**config.mk**
```make
export PLATFORM = sky130hd
export DESIGN_NAME = seq_detect_ctrl
export DESIGN_NICKNAME = d
export VERILOG_FILES = /design/src/rtl/seq_detect_pkg.sv /design/src/rtl/seq_shift_cmp.sv /design/src/rtl/seq_detect_ctrl.sv
export SDC_FILE = /design/constraint.sdc
export NUM_CORES = 1
export LEC_CHECK = 0
export CORE_MARGIN = 4
export CORE_UTILIZATION = 52
export CTS_CLUSTER_DIAMETER = 80
export DETAILED_ROUTE_END_ITERATION = 7
export HOLD_SLACK_MARGIN = 0.08
export PLACE_DENSITY = 0.79
export SKIP_CTS_REPAIR_TIMING = 1
export SLEW_MARGIN = 0
export SYNTH_ARGS = -nofsm -noshare
export SYNTH_HDL_FRONTEND = slang
export SYNTH_SLANG_ARGS = --single-unit
export TNS_END_PERCENT = 100
```
**constraint.sdc**
```tcl
create_clock -name clk -period 3.1 [get_ports clk]
set_clock_uncertainty 0.15 [all_clocks]
set_input_delay 0.62 -clock clk [delete_from_list [all_inputs] [get_ports clk]]
set_output_delay 0.62 -clock clk [all_outputs]
set_load 0.01 [all_outputs]
```
**src/rtl/seq_detect_pkg.sv**
```systemverilog
// Shared types and default sizes for the serial pattern detector.
// Build option: SEQ_DETECT_OVERLAP_EN selects overlapping detection (see seq_detect_ctrl).
package seq_detect_pkg;

   typedef enum logic [1:0] {
      S_IDLE = 2'd0,
      S_ARM  = 2'd1,
      S_RUN  = 2'd2,
      S_DONE = 2'd3
   } state_t;

   localparam int DEF_PAT_W = 4;
   localparam int DEF_CNT_W = 8;

endpackage

```
**src/rtl/seq_shift_cmp.sv**
```systemverilog
// Serial shift window plus masked compare of the window that includes the current bit.
// The match output is combinational and reflects the window {shift_q[PAT_W-2:0], din}.
module seq_shift_cmp
   import seq_detect_pkg::*;
#(
   parameter int PAT_W = DEF_PAT_W
) (
   input  logic             clk,
   input  logic             rst_n,
   input  logic             clr,
   input  logic             shift_en,
   input  logic             din,
   input  logic [PAT_W-1:0] pattern,
   input  logic [PAT_W-1:0] mask,
   output logic [PAT_W-1:0] shift_q,
   output logic             match
);

   logic [PAT_W-1:0] shift_reg;
   logic [PAT_W-1:0] window;
   logic [PAT_W-1:0] diff;

   assign window = {shift_reg[PAT_W-2:0], din};

   // Only bits selected by the mask can disqualify a match.
   generate
      for (genvar gi = 0; gi < PAT_W; gi++) begin : g_cmp
         assign diff[gi] = mask[gi] & (window[gi] ^ pattern[gi]);
      end
   endgenerate

   assign match   = (diff == '0);
   assign shift_q = shift_reg;

   always_ff @(posedge clk) begin
      if (!rst_n) begin
         shift_reg <= '0;
      end else if (clr) begin
         shift_reg <= '0;
      end else if (shift_en) begin
         shift_reg <= window;
      end
   end

endmodule

```
**src/rtl/seq_detect_ctrl.sv**
```systemverilog
// Serial pattern detector: config handshake, ARM/RUN FSM and saturating match counter.
// Build option: define SEQ_DETECT_OVERLAP_EN to keep detecting in RUN after a match.
module seq_detect_ctrl
   import seq_detect_pkg::*;
#(
   parameter int PAT_W = DEF_PAT_W,
   parameter int CNT_W = DEF_CNT_W
) (
   input  logic             clk,
   input  logic             rst_n,
   input  logic             din,
   input  logic             cfg_valid,
   output logic             cfg_ready,
   input  logic [PAT_W-1:0] cfg_pattern,
   input  logic [PAT_W-1:0] cfg_mask,
   input  logic [CNT_W-1:0] cfg_target,
   input  logic             start,
   input  logic             stop,
   output logic             busy,
   output logic             match_pulse,
   output logic             done,
   output logic [CNT_W-1:0] match_cnt,
   output logic [PAT_W-1:0] shift_q
);

`ifdef SEQ_DETECT_OVERLAP_EN
   localparam bit OVERLAP_EN = 1'b1;
`else
   localparam bit OVERLAP_EN = 1'b0;
`endif

   localparam int FILL_W = (PAT_W > 2) ? $clog2(PAT_W - 1) : 1;
   localparam logic [FILL_W-1:0] FILL_LAST = FILL_W'(PAT_W - 2);

   state_t           state_reg;
   logic [PAT_W-1:0] pattern_reg;
   logic [PAT_W-1:0] mask_reg;
   logic [CNT_W-1:0] target_reg;
   logic [FILL_W-1:0] fill_reg;
   logic [CNT_W-1:0] match_cnt_reg;
   logic             busy_reg;
   logic             done_reg;
   logic             match_pulse_reg;

   logic             idle_or_done;
   logic             cfg_fire;
   logic             start_acc;
   logic             cmp_match;
   logic             run_match;
   logic [CNT_W-1:0] cnt_next;
   logic             final_match;
   logic             shift_clr;
   logic             shift_en;

   assign idle_or_done = (state_reg == S_IDLE) || (state_reg == S_DONE);
   assign cfg_fire     = cfg_valid && idle_or_done;
   assign start_acc    = start && idle_or_done;

   // stop wins over a match completing in the same cycle
   assign run_match   = (state_reg == S_RUN) && cmp_match && !stop;
   assign cnt_next    = (match_cnt_reg == '1) ? match_cnt_reg : match_cnt_reg + CNT_W'(1);
   assign final_match = run_match && (target_reg != '0) && (cnt_next == target_reg);

   assign shift_en  = (state_reg == S_ARM) || (state_reg == S_RUN);
   assign shift_clr = start_acc || (run_match && !final_match && !OVERLAP_EN);

   seq_shift_cmp #(
      .PAT_W (PAT_W)
   ) u_shift_cmp (
      .clk      (clk),
      .rst_n    (rst_n),
      .clr      (shift_clr),
      .shift_en (shift_en),
      .din      (din),
      .pattern  (pattern_reg),
      .mask     (mask_reg),
      .shift_q  (shift_q),
      .match    (cmp_match)
   );

   always_ff @(posedge clk) begin
      if (!rst_n) begin
         state_reg       <= S_IDLE;
         pattern_reg     <= '0;
         mask_reg        <= '0;
         target_reg      <= '0;
         fill_reg        <= '0;
         match_cnt_reg   <= '0;
         busy_reg        <= 1'b0;
         done_reg        <= 1'b0;
         match_pulse_reg <= 1'b0;
      end else begin
         match_pulse_reg <= 1'b0;

         if (cfg_fire) begin
            pattern_reg <= cfg_pattern;
            mask_reg    <= cfg_mask;
            target_reg  <= cfg_target;
         end

         case (state_reg)
            S_IDLE, S_DONE: begin
               if (start) begin
                  state_reg     <= S_ARM;
                  busy_reg      <= 1'b1;
                  done_reg      <= 1'b0;
                  match_cnt_reg <= '0;
                  fill_reg      <= '0;
               end
            end
            S_ARM: begin
               if (stop) begin
                  state_reg <= S_IDLE;
                  busy_reg  <= 1'b0;
               end else if (fill_reg == FILL_LAST) begin
                  state_reg <= S_RUN;
               end else begin
                  fill_reg <= fill_reg + FILL_W'(1);
               end
            end
            S_RUN: begin
               if (stop) begin
                  state_reg <= S_IDLE;
                  busy_reg  <= 1'b0;
               end else if (run_match) begin
                  match_pulse_reg <= 1'b1;
                  match_cnt_reg   <= cnt_next;
                  if (final_match) begin
                     state_reg <= S_DONE;
                     busy_reg  <= 1'b0;
                     done_reg  <= 1'b1;
                  end else if (!OVERLAP_EN) begin
                     state_reg <= S_ARM;
                     fill_reg  <= '0;
                  end
               end
            end
            default: begin
               state_reg <= S_IDLE;
               busy_reg  <= 1'b0;
            end
         endcase
      end
   end

   assign cfg_ready   = idle_or_done;
   assign busy        = busy_reg;
   assign done        = done_reg;
   assign match_pulse = match_pulse_reg;
   assign match_cnt   = match_cnt_reg;

endmodule

```
* Word-level counts from Yosys, hierarchy flattened
Cells that the tools add are included.
Cells by class: add/sub/neg operators 2, eq/ne operators 17, muxes and demuxes 31, reduce and logical (&&, ||, !) cells 24, bitwise logic cells 10
Operators with widths (count):
- 8-bit 2-to-1 mux | 4
- 2-bit 2-to-1 mux | 12
- 2-bit inequality test, second input constant | 8
- 8-bit case mux with 2 select lines | 1
- 2-bit case mux with 3 select lines | 2
- 1-bit 2-to-1 mux | 10
- 8-bit by 1-bit adder with 8-bit output, second input constant | 1
- 8-bit == test | 1
- 8-bit == test, second input constant | 1
- 4-bit AND reduction | 2
- 8-bit nonzero test | 1
- 1-bit logical AND | 7
- 2-bit == test, second input constant | 3
- 3-bit inequality test, second input constant | 2
- 6-bit AND reduction | 1
- 5-bit AND reduction | 1
- 1-bit AND | 4
- 4-bit logical NOT | 1
- 2-bit OR reduction | 2
- 1-bit XOR | 4
- 1-bit logical OR | 3
- 3-bit by 2-bit inequality test with 1-bit output, second input constant | 1
- 1-bit case mux with 3 select lines | 1
- 3-bit AND reduction | 1
- other kinds (8) | 10
Word-level totals: logic and storage cells 94, output and inout port bits 16, register bits after elaboration 35, input port bits 22

* Longest topological paths before layout
depth after elaboration 11, depth in mapped cells 10, depth with buffers taken out 8

* Modules after synthesis
Synthesis repeated with hierarchy kept, for this count alone.
Unflattened totals: cell total of the unflattened synthesis 244, area total of the unflattened synthesis 1919.3 µm²
Modules (own cells, without submodules):
- seq_detect_ctrl | cells each 224, seq. area each 620.6 µm², times used 1, area an instance 1714.1 µm²
- seq_shift_cmp | cells each 20, seq. area each 80.1 µm², times used 1, area an instance 205.2 µm²

* Worst setup path after synthesis
No wires, ideal clock.
kind register to register, from register match_cnt_reg[0] (netlist: match_cnt[0]), to register busy_reg (netlist: busy), arrival 2.353 ns, library setup time 0.066 ns, period minus slack after synthesis 2.569 ns, stages on the path, launching flop included 10, setup slack 0.531 ns, path buffers 1, required time 2.884 ns, cells stage by stage dfxtp_1 -> ha_1 -> buf_2 -> and3_2 -> nand2_2 -> a41oi_1 -> o21ai_1 -> or4_4 -> or3_1 -> a21oi_2
Between the ends: word-level cells in the longest chain between the ends 6, elaborated cells on any way between the ends 7, classes of those cells add/sub: 1; eq/ne: 3; mux: 1; reduce/logical: 2
Ends and longest elaborated chain:
- from (decl) | RTL line seq_detect_ctrl.sv:40 | logic [CNT_W-1:0] match_cnt_reg;
- from (signal assigned) | RTL line seq_detect_ctrl.sv:127 | match_cnt_reg <= cnt_next;
- 8-bit by 1-bit adder with 8-bit output or 8-bit == test (tied branches) | RTL line seq_detect_ctrl.sv:61 | assign cnt_next = (match_cnt_reg == '1) ? match_cnt_reg : match_cnt_reg + CNT_W'(1);
- 8-bit 2-to-1 mux * | RTL line seq_detect_ctrl.sv:61
- 8-bit == test * | RTL line seq_detect_ctrl.sv:62 | assign final_match = run_match && (target_reg != '0) && (cnt_next == target_reg);
- 1-bit logical AND * | RTL line seq_detect_ctrl.sv:62
- 3-bit inequality test (no line) *
- 4-bit AND reduction (no line) *
- to (signal assigned) | RTL line seq_detect_ctrl.sv:89 | busy_reg <= 1'b0;
- to (signal assigned) | RTL line seq_detect_ctrl.sv:105 | busy_reg <= 1'b1;
- to (signal assigned) | RTL line seq_detect_ctrl.sv:114 | busy_reg <= 1'b0;
- to (decl) | RTL line seq_detect_ctrl.sv:41 | logic busy_reg;
Every way passes the cells marked *; elsewhere a longest branch is shown, timed or not. A chain may end at the register's enable or synchronous reset.

* Final worst setup path
from register match_cnt_reg[3] (netlist: match_cnt[3]), to register busy_reg (netlist: busy)
Same word-level chain as after synthesis.

==> results_tabular.tex <==
\begin{tabular}{lr}
\hline
Metric & Value \\
\hline
\multicolumn{2}{l}{\textbf{Placed design}} \\
\quad Half-perimeter wire length of the detailed placement result & roughly 3.6 mm \\
\quad Count of port buffers added during placement & 37 \\
\quad Cell total after placement & roughly 340 \\
\quad Final weighted congestion in routability-driven placement & 0.9311 \\
\multicolumn{2}{l}{\textbf{Floorplanning}} \\
\quad Area enclosed by the die boundary & 5031 um2 \\
\quad Initial core utilization & 0.5501 \\
\quad Y dimension of the die & 70.93 um \\
\quad Horizontal extent of the die & around 71 um \\
\quad Floorplan core area & around 3700 um2 \\
\quad Row Count & 22 \\
\quad Number of top-level design ports & 38 \\
\multicolumn{2}{l}{\textbf{Outcome}} \\
\quad Run status & finished clean \\
\multicolumn{2}{l}{\textbf{Logic synthesis}} \\
\quad Sequential area share after synthesis & 0.3402 \\
\quad Post-synthesis compound-gate area fraction & 0.2181 \\
\quad Syn. warnings & 0 \\
\quad Xor and xnor fraction of the mapped netlist area & 0.04678 \\
\quad Most instantiated flip-flop cell in the synthesis netlist & dfxtp\_1 \\
\quad Post-synth cell types & between 50 and 60 \\
\quad Post-synth EDFFs & 0 \\
\quad Portion of netlist area occupied by mux cells & 0.03888 \\
\quad Synthesized netlist net count & $\sim$290 \\
\quad Synth Area in Adders & 0.02430 \\
\quad Combinational family with the most area after synthesis & simple AND/OR/NAND/NOR gates \\
\quad Synth Area per Inst & roughly 8 um2 \\
\quad Synth Cell Area & just over 2000 um2 \\
\quad Synthesized-area fraction occupied by and/or/nand/nor cells & 0.2722 \\
\quad Asr flop ratio synth & 0 \\
\quad Flip-flop and latch count after synthesis & 35 \\
\quad Mapped Cells & between 200 and 300 \\
\multicolumn{2}{l}{\textbf{Timing}} \\
\quad Final Critical Period & 2.625 ns \\
\quad Final-report hold violation count & 0 \\
\quad Achievable Freq & about 380 MHz \\
\quad Headroom to the max-slew limit & 0.6485 \\
\quad Worst Tran Pin Value & 0.5272 ns \\
\quad Total setup violations reported at the end of the flow & 0 \\
\quad Slew Limit Fails & 0 \\
\quad Hold WS & 0.3052 ns \\
\quad Share of the clock period used by the worst path & 0.8467 \\
\quad Unrepaired setup endpoints after global routing & false \\
\quad Setup TNS Final & 0 ns \\
\multicolumn{2}{l}{\textbf{Critical path}} \\
\quad Largest delay share family, worst path & simple AND/OR/NAND/NOR gates \\
\quad CP Cell Sequence & nand3\_4, nor2\_4, o221a\_2, o2111ai\_2, or4\_4, or3\_1, a21oi\_2 \\
\quad Capturing element type of the critical path & flip-flop \\
\quad Number of buffers and inverters on the critical path & 0 \\
\quad Critical Setup Path Class & reg -> reg \\
\quad Maximum fanout count along the critical path & 11 \\
\quad Cell with the largest stage delay on the worst path & dfxtp\_1 \\
\quad Delay of the slowest critical-path stage & 0.60 ns \\
\quad Arrival time of data at the critical path endpoint & 2.71 ns \\
\quad CP startpoint kind & flip-flop \\
\quad Endpoint required time on the critical path & between 3 and 4 ns \\
\multicolumn{2}{l}{\textbf{CTS}} \\
\quad Buffer cell driving the clock tree root & clkbuf\_8 \\
\quad Clock Tree Buf Depth & 2 \\
\quad H-tree lvl count & 2 \\
\quad Sinks on the clock net & 35 \\
\quad CTS Buf Count & 5 \\
\quad Latest clock arrival within the worst-skew pair & just under 0.3 ns \\
\quad CTS tree & yes \\
\quad Clock Pin Slew Worst Setup and Hold Paths & about 0.07 ns \\
\multicolumn{2}{l}{\textbf{Routing}} \\
\quad Vias per std cell & roughly 5.7 \\
\quad Average wire length per cell after detail routing & between 10 and 15 um \\
\quad Post-Route WL & between 4 and 5 mm \\
\quad Number of remaining DRC errors & 0 \\
\quad DR pass1 iterations & 4 \\
\quad Remaining antenna violation count & 0 \\
\quad Iteration-0 DRC Markers & roughly 280 \\
\quad Via Count & around 2.0k \\
\multicolumn{2}{l}{\textbf{Finish}} \\
\quad Non-filler cells, final & 349 \\
\quad Ant. Diodes & 0 \\
\quad Fill cells & about 320 \\
\quad Fraction of the core area covered by cells at the end of the flow & 0.6928 \\
\quad P\&R area growth vs syn & 25.94\% \\
\quad Net count of the finished layout & 326 \\
\quad Ratio of cells with drive above 1 in the final layout & 0.1096 \\
\multicolumn{2}{l}{\textbf{Global route}} \\
\quad Wire length of the first global-routing pass & slightly above 8 mm \\
\quad Via count of the first global-routing pass & $\sim$1.8k \\
\quad Total congestion overflow after global routing & 0 \\
\quad Initial antenna violation count & 0 \\
\quad Pin count of the biggest net entering global routing & 21 \\
\quad GRT Util Overall & 0.2025 \\
\multicolumn{2}{l}{\textbf{Power and ir drop}} \\
\quad Post-layout power & 1198 uW \\
\quad Cell area power density & 461.8 nW/um2 \\
\quad Leakage power total & $\sim$0.00095 uW \\
\quad Worst VDD drop & around 0.37 mV \\
\multicolumn{2}{l}{\textbf{Flow run}} \\
\quad Number of max-cap violations & 0 \\
\multicolumn{2}{l}{\textbf{Worst hold path}} \\
\quad Min-delay worst type & reg -> reg \\
\hline
\end{tabular}
worst paths after layout:
| path | start | endpoint | slack [ns] | cells past startpoint |
|---|---|---|---|---|
| setup reg to reg | match_cnt[3] | busy | 0.48 | 7 |
| setup / recovery | match_cnt[3] | busy | 0.48 | 7 |
| hold / removal | mask_reg[0] | mask_reg[0] | 0.31 | 2 |
| hold reg to reg | mask_reg[0] | mask_reg[0] | 0.31 | 2 |
cells in the mapped netlist (3+ instances only):
cell type | instances | area (um2)
xnor2_1 | 6 | 52.55
nor2_1 | 17 | 63.81
o21ai_0 | 12 | 60.06
nand2_1 | 52 | 195.2
nand3_1 | 6 | 30.03
inv_1 | 6 | 22.52
ha_1 | 4 | 50.05
a21oi_1 | 34 | 170.2
o31ai_1 | 3 | 22.52
a31oi_1 | 3 | 18.77
nor3_1 | 6 | 30.03
dfxtp_1 | 35 | 700.7
xor2_1 | 5 | 43.79
clkbuf_1 | 5 | 18.77
mux2i_1 | 8 | 80.08
clkbuf_8 | 3 | 41.29
nand2b_1 | 4 | 25.02
logic make-up (layout without fill, tap and decap cells):
| group | count (synthesis) | after routing |
|---|---|---|
| fa+ha+maj | 4 | 4 |
| compound gates | 71 | 71 |
| flops | 35 | 35 |
| mux | 8 | 8 |
| xor+xnor | 11 | 11 |
| simple gates | 111 | 111 |
| buf+inv | 20 | 61 |
layout by cell type (no fill, tap or decap), types with 3 or more instances in the layout:
cell type	n
nand2_1	52
clkdlybuf4s50_1	37
dfxtp_1	35
a21oi_1	34
nor2_1	17
o21ai_0	12
mux2i_1	8
buf_4	8
inv_1	6
xnor2_1	6
nand3_1	6
nor3_1	6
xor2_1	5
clkbuf_8	5
nand2b_1	4
ha_1	4
o31ai_1	3
a31oi_1	3
routing by layer:
layer / part of all wire / up-vias / GRT usage
met5: 0 / - / 0
met4: 0.013 / 0 / 0.06054
met3: 0.072 / 8 / 0.04972
met2: 0.46 / 82 / 0.3244
met1: 0.45 / 895 / 0.2699
li1: - / 1002 / -
per-stage QoR:
stage	cell area, um2	setup slack (ns)
after floorplan	2059	0.5308
after global placement	2457	0.3078
after detailed placement	2457	0.2488
after CTS	2594	0.5002
after global routing	2594	0.3306
final	2594	0.4752
layout make-up:
type | instances | area [um2] | area share
well taps | 48 | 60.06 | 0.02315
clock buffers | 5 | 68.82 | 0.02653
flip-flops and latches | 35 | 700.7 | 0.2701
multi-input cells | 205 | 1236 | 0.4766
inverters | 8 | 30.03 | 0.01158
clock inverters | 3 | 67.56 | 0.02605
repair buffers | 45 | 430.4 | 0.1659
power by group:
part           total (uW)  switching [uW]  internal (uW)  leakage (uW)
Combinational         209             112           97.3      0.000600
Clock                 495             175            321     0.0000644
Sequential            493            21.3            472      0.000285
worst reg2reg max path: stages (launching register included):
cell	delay, ns
dfxtp_1	0.60
nand3_4	0.21
nor2_4	0.21
o221a_2	0.22
o2111ai_2	0.12
or4_4	0.55
or3_1	0.38
a21oi_2	0.13
No activity file was read; power rests on OpenSTA's default activity.
